**src/rtl/negedge_capture_serial_tx.sv**
```systemverilog
// negedge_capture_serial_tx
// Parallel-to-serial transmitter. Bits are launched on CLK rising edges and
// held for the following falling edge, where a downstream negedge-capture
// chain samples them mid-cycle. valid/ready on the parallel side,
// SDO + BIT_EN + FRAME on the serial side.
// Optional even-parity trailer bit: define GF180MCU_FD_SC_MCU9T5V0__SERTX_PARITY_EN.
module negedge_capture_serial_tx #(
  parameter int WIDTH      = 8,
  parameter int MSB_FIRST  = 1,
  parameter int GAP_CYCLES = 1
) (
  input  logic             CLK,
  input  logic             RST,
  input  logic [WIDTH-1:0] TX_DATA,
  input  logic             TX_VALID,
  output logic             TX_READY,
  output logic             SDO,
  output logic             BIT_EN,
  output logic             FRAME,
  output logic             BUSY
);

`ifdef GF180MCU_FD_SC_MCU9T5V0__SERTX_PARITY_EN
  localparam int FRAME_LEN = WIDTH + 1;
`else
  localparam int FRAME_LEN = WIDTH;
`endif

  localparam logic [5:0] LAST_IDX   = 6'(FRAME_LEN - 1);
  localparam logic [5:0] DATA_BITS  = 6'(WIDTH);
  localparam logic [3:0] GAP_LAST   = 4'(GAP_CYCLES - 1);

  typedef enum logic [1:0] {
    S_IDLE,
    S_SHIFT,
    S_GAP
  } state_t;

  state_t           r_state;
  state_t           w_state_nxt;

  logic [WIDTH-1:0] r_shift;
  logic [5:0]       r_bit_cnt;
  logic [3:0]       r_gap_cnt;
  logic             r_sdo;
  logic             r_bit_en;
  logic             r_frame;

  logic [WIDTH-1:0] w_shift_nxt;
  logic [WIDTH-1:0] w_shifted;
  logic [5:0]       w_bit_cnt_nxt;
  logic [5:0]       w_bit_idx;
  logic [3:0]       w_gap_cnt_nxt;
  logic             w_sdo_nxt;
  logic             w_bit_en_nxt;
  logic             w_frame_nxt;
  logic             w_accept;
  logic             w_par_bit;

  assign w_accept  = (r_state == S_IDLE) && TX_VALID;
  assign w_shifted = (MSB_FIRST != 0) ? (r_shift << 1) : (r_shift >> 1);
  assign w_bit_idx = r_bit_cnt + 6'd1;

`ifdef GF180MCU_FD_SC_MCU9T5V0__SERTX_PARITY_EN
  logic r_parity;

  // Even parity of the accepted word, frozen for the trailer bit.
  always_ff @(posedge CLK or posedge RST) begin
    if (RST)           r_parity <= 1'b0;
    else if (w_accept) r_parity <= ^TX_DATA;
  end

  assign w_par_bit = r_parity;
`else
  assign w_par_bit = 1'b0;
`endif

  // State register.
  always_ff @(posedge CLK or posedge RST) begin
    if (RST) r_state <= S_IDLE;
    else     r_state <= w_state_nxt;
  end

  // Next state plus next values of the datapath and the registered outputs.
  always_comb begin
    w_state_nxt   = r_state;
    w_shift_nxt   = r_shift;
    w_bit_cnt_nxt = r_bit_cnt;
    w_gap_cnt_nxt = r_gap_cnt;
    w_sdo_nxt     = 1'b0;
    w_bit_en_nxt  = 1'b0;
    w_frame_nxt   = 1'b0;
    unique case (r_state)
      S_IDLE: begin
        if (TX_VALID) begin
          w_state_nxt   = S_SHIFT;
          w_shift_nxt   = TX_DATA;
          w_bit_cnt_nxt = '0;
          w_gap_cnt_nxt = '0;
          w_sdo_nxt     = (MSB_FIRST != 0) ? TX_DATA[WIDTH-1] : TX_DATA[0];
          w_bit_en_nxt  = 1'b1;
          w_frame_nxt   = 1'b1;
        end
      end
      S_SHIFT: begin
        if (r_bit_cnt == LAST_IDX) begin
          w_state_nxt   = (GAP_CYCLES > 0) ? S_GAP : S_IDLE;
          w_gap_cnt_nxt = '0;
        end else begin
          w_shift_nxt   = w_shifted;
          w_bit_cnt_nxt = w_bit_idx;
          w_bit_en_nxt  = 1'b1;
          w_frame_nxt   = 1'b1;
          // Data bits come off the shifter; the slot past the data is parity.
          if (w_bit_idx < DATA_BITS)
            w_sdo_nxt = (MSB_FIRST != 0) ? w_shifted[WIDTH-1] : w_shifted[0];
          else
            w_sdo_nxt = w_par_bit;
        end
      end
      S_GAP: begin
        w_gap_cnt_nxt = r_gap_cnt + 4'd1;
        if (r_gap_cnt == GAP_LAST) w_state_nxt = S_IDLE;
      end
      default: w_state_nxt = S_IDLE;
    endcase
  end

  // Datapath and serial outputs; all launched on the rising edge.
  always_ff @(posedge CLK or posedge RST) begin
    if (RST) begin
      r_shift   <= '0;
      r_bit_cnt <= '0;
      r_gap_cnt <= '0;
      r_sdo     <= 1'b0;
      r_bit_en  <= 1'b0;
      r_frame   <= 1'b0;
    end else begin
      r_shift   <= w_shift_nxt;
      r_bit_cnt <= w_bit_cnt_nxt;
      r_gap_cnt <= w_gap_cnt_nxt;
      r_sdo     <= w_sdo_nxt;
      r_bit_en  <= w_bit_en_nxt;
      r_frame   <= w_frame_nxt;
    end
  end

  assign SDO      = r_sdo;
  assign BIT_EN   = r_bit_en;
  assign FRAME    = r_frame;
  assign TX_READY = (r_state == S_IDLE);
  assign BUSY     = (r_state != S_IDLE);

endmodule

```
**config.mk**
```make
export PLATFORM = sky130hd
export DESIGN_NAME = negedge_capture_serial_tx
export DESIGN_NICKNAME = d
export VERILOG_FILES = /design/src/rtl/negedge_capture_serial_tx.sv
export SDC_FILE = /design/constraint.sdc
export NUM_CORES = 1
export LEC_CHECK = 0
export BUFFER_PORTS_ARGS = -buffer_cell sky130_fd_sc_hd__buf_2
export CORE_ASPECT_RATIO = 0.9
export CORE_MARGIN = 5
export CORE_UTILIZATION = 50
export CTS_CLUSTER_DIAMETER = 50
export DETAILED_ROUTE_END_ITERATION = 12
export GPL_TIMING_DRIVEN = 1
export HOLD_SLACK_MARGIN = 0.05
export PLACE_DENSITY = 0.71
export SLEW_MARGIN = 10
export SYNTH_ARGS = -nofsm -noshare
export SYNTH_HDL_FRONTEND = slang
export SYNTH_SLANG_ARGS = --single-unit
export TNS_END_PERCENT = 10
```
**constraint.sdc**
```tcl
create_clock -name CLK -period 2.6 [get_ports CLK]
set_clock_uncertainty 0.1 [all_clocks]
set_input_delay 0.26 -clock CLK [delete_from_list [all_inputs] [get_ports CLK]]
set_output_delay 0.26 -clock CLK [all_outputs]
set_load 0.1 [all_outputs]
```
==> impl_metrics.ini <==
[run_status]
status = completed

[synthesis]
syn_avg_cell_area_um2 = 11.1
synthMuxAreaShare_pct = 1.05
ys_seq_area_share_pct = 48.8
synth_nets = 111
synth_top_family_by_area = compound AO/OA/AOI/OAI gates
synthSimpleGateAreaFrac_pct = 14.0
syn_inst = 97
synth_adder_area_share_pct = 3.49
synthesis.area_um2 = 1080
synth_cell_types = 31
synth_seq_cells = 21
synth_xor_area_share_pct = 4.88
ys_warn_count = 0
synth-compound-area-share_pct = 20.9

[drt]
drc = 0
viasPerCell = 5.48
ant_nets = 0
wl_mm = 1.95
vias = 762
wl_per_cell_um = 14.1
first_iter_violations = 13
firstDrtPassIters = 4

[clocking]
cts_tree = yes
cts.reportedPaths.clkPinSlew_ps = 110
clockBufferDepth = 2
clock_sinks = 21
clk_latency_ps = 310
cts.htree.levels = 1
cts_buffers = 3
cts_resized = 0
root_buffer = clkbuf_4

[min_path]
hp-class = input port to register
hp-start = TX_DATA[0]
hold_path_depth = 3
min_to = r_shift[0]

[pwr]
ir_drop_mv = 0.912
p_per_area_nw_per_um2 = 1310
p_leak_nw = 0.541

[grt]
grt_pass1_vias = 738
antenna_found_initial = 0
grt_max_degree = 22
grt_overflow = 0
grt_pass1_wl_mm = 3.18
grt_usage_pct = 13.7

[die]
ioPinCount = 16
fp.coreArea_um2 = 2120
die_width_um = 58.9
num_rows = 16
start_util_pct = 50.7
die_y_um = 54.0
dieArea_um2 = 3180

[setup_path]
r2r_setup_slack_ps = 850
rr_startpoint = r_bit_cnt[3]
critPathKind = register to output port
worst_setup_path_startpoint = r_state[0]
ff2ff_path_depth = 4
worstPathArrival_ps = 1610
crit_required_ps = 2240
worstPathMaxFanout = 8
r2r-end = r_shift[5]
end_kind = output port
start_kind = register

[place]
place.gp.congestion = 0.786
io_buffers = 15
dp.final_hpwl_mm = 1.43
place_ws_ps = 866

[sta]
period_minus_slack_ps = 1970
drv_slew = 0
setup_viol = 0
worstMarginPinSlew_ps = 763
finalHoldViolations = 0
setup_slack_ps = 631
finalCritPeriodShare_pct = 75.7
rsz0062_at_grt = false
maxSlewHeadroom_pct = 49.0
clock.fmax_ghz = 0.508
tns_ps = 0

[final_layout]
mostFrequentLayoutCells = 21 x dfrtp_1, 15 x buf_2, 10 x nand3_1
nets = 127
mostFrequentLayoutCell = dfrtp_1
area_growth_pct = 9.30
nFillCells = 196
num_antenna_cells = 0
drive_gt1_share_pct = 24.1

[job]
drv_cap = 0
==> worst max path at each step <==
stage,to,slack [ps],cells past startpoint
after floorplan,SDO,580,6
after global placement,r_shift[2],920,4
after detailed placement,r_shift[6],870,4
after CTS,TX_READY,610,3
after global routing,TX_READY,560,3
final,TX_READY,630,3
==> per-stage QoR <==
stage	instances	hold slack [ps]	util [%]	total power [mW]	instance area (um^2)
after floorplan	97	137	-	1.30	1080
after global placement	134	339	53.7	1.35	1140
after detailed placement	134	334	53.7	1.39	1140
after CTS	139	74.2	55.4	1.55	1180
after global routing	139	60.7	55.4	1.63	1180
final	139	75.0	55.4	1.54	1180
==> report_power, final <==
group	internal (mW)	switching, mW	total (mW)
Combinational	0.279	0.544	0.824
Sequential	0.447	0.112	0.559
Clock	0.0575	0.0990	0.156
Total	0.784	0.755	1.54
==> cell usage after synthesis <==
library cell | instances | area share (%)
xnor2_1 | 4 | 3.3
buf_6 | 3 | 3.1
a211o_1 | 1 | 0.81
a2bb2o_4 | 1 | 1.9
and4b_1 | 1 | 0.93
xor2_1 | 2 | 1.6
nor4bb_1 | 1 | 0.93
nand4_1 | 1 | 0.58
mux2_2 | 1 | 1.0
o31ai_1 | 1 | 0.70
a31o_2 | 1 | 0.81
nand2_1 | 6 | 2.1
o21a_1 | 6 | 4.2
a22o_1 | 3 | 2.4
ha_1 | 3 | 3.5
nor2_1 | 2 | 0.70
or2_4 | 1 | 0.81
inv_1 | 6 | 2.1
o21ai_0 | 6 | 2.8
o2bb2ai_1 | 1 | 0.81
clkinv_2 | 1 | 0.46
nand2b_4 | 1 | 1.3
nand2_4 | 1 | 1.0
nand3_1 | 10 | 4.7
dfrtp_1 | 21 | 49
buf_2 | 1 | 0.46
a21oi_1 | 2 | 0.93
buf_4 | 1 | 0.70
o211ai_1 | 1 | 0.70
o22a_1 | 6 | 4.9
nor3_2 | 1 | 0.93
==> cell families after synthesis <==
logic type / Yosys count
XOR/XNOR: 6
AND/OR/NAND/NOR: 25
buffers and inverters: 12
multiplexers: 1
adder cells (fa/ha/maj): 3
AO/OA/AOI/OAI: 29
flip-flops: 21
==> worst max-delay path, stage by stage, from the launching register on <==
cell	delay, ps
dfrtp_1	510
or2_4	290
clkinv_2	70
buf_2	420
==> what timing repair did <==
item                                   4_1_cts  5_1_grt
buffers inserted                             0        0
hold buffers                                 1        0
endpoints found under the hold margin       21        0
==> per-layer routing <==
layer | GRT usage (%) | vias up | share of wire [%]
met4 | 6.79 | 0 | 2.0
met1 | 16.8 | 362 | 45
met2 | 21.1 | 17 | 46
met5 | 0 | - | 0
li1 | - | 377 | -
met3 | 5.28 | 6 | 6.1
==> sequential cells by signal, summed over array words and instances (netlist names) <==
signal	cells
r_shift	7
r_bit_cnt	6
FRAME	1
r_gap_cnt	4
SDO	1
r_state	2
==> layout make-up <==
| type | count | area [um^2] | share of cell area [%] |
|---|---|---|---|
| clock buffers | 3 | 22.5 | 1.91 |
| flip-flops and latches | 21 | 526 | 44.7 |
| inverters | 7 | 27.5 | 2.34 |
| clock inverters | 1 | 5.00 | 0.426 |
| well taps | 27 | 33.8 | 2.87 |
| multi-input cells | 64 | 477 | 40.5 |
| repair buffers | 16 | 85.1 | 7.23 |
No activity file was read; power rests on OpenSTA's default activity.
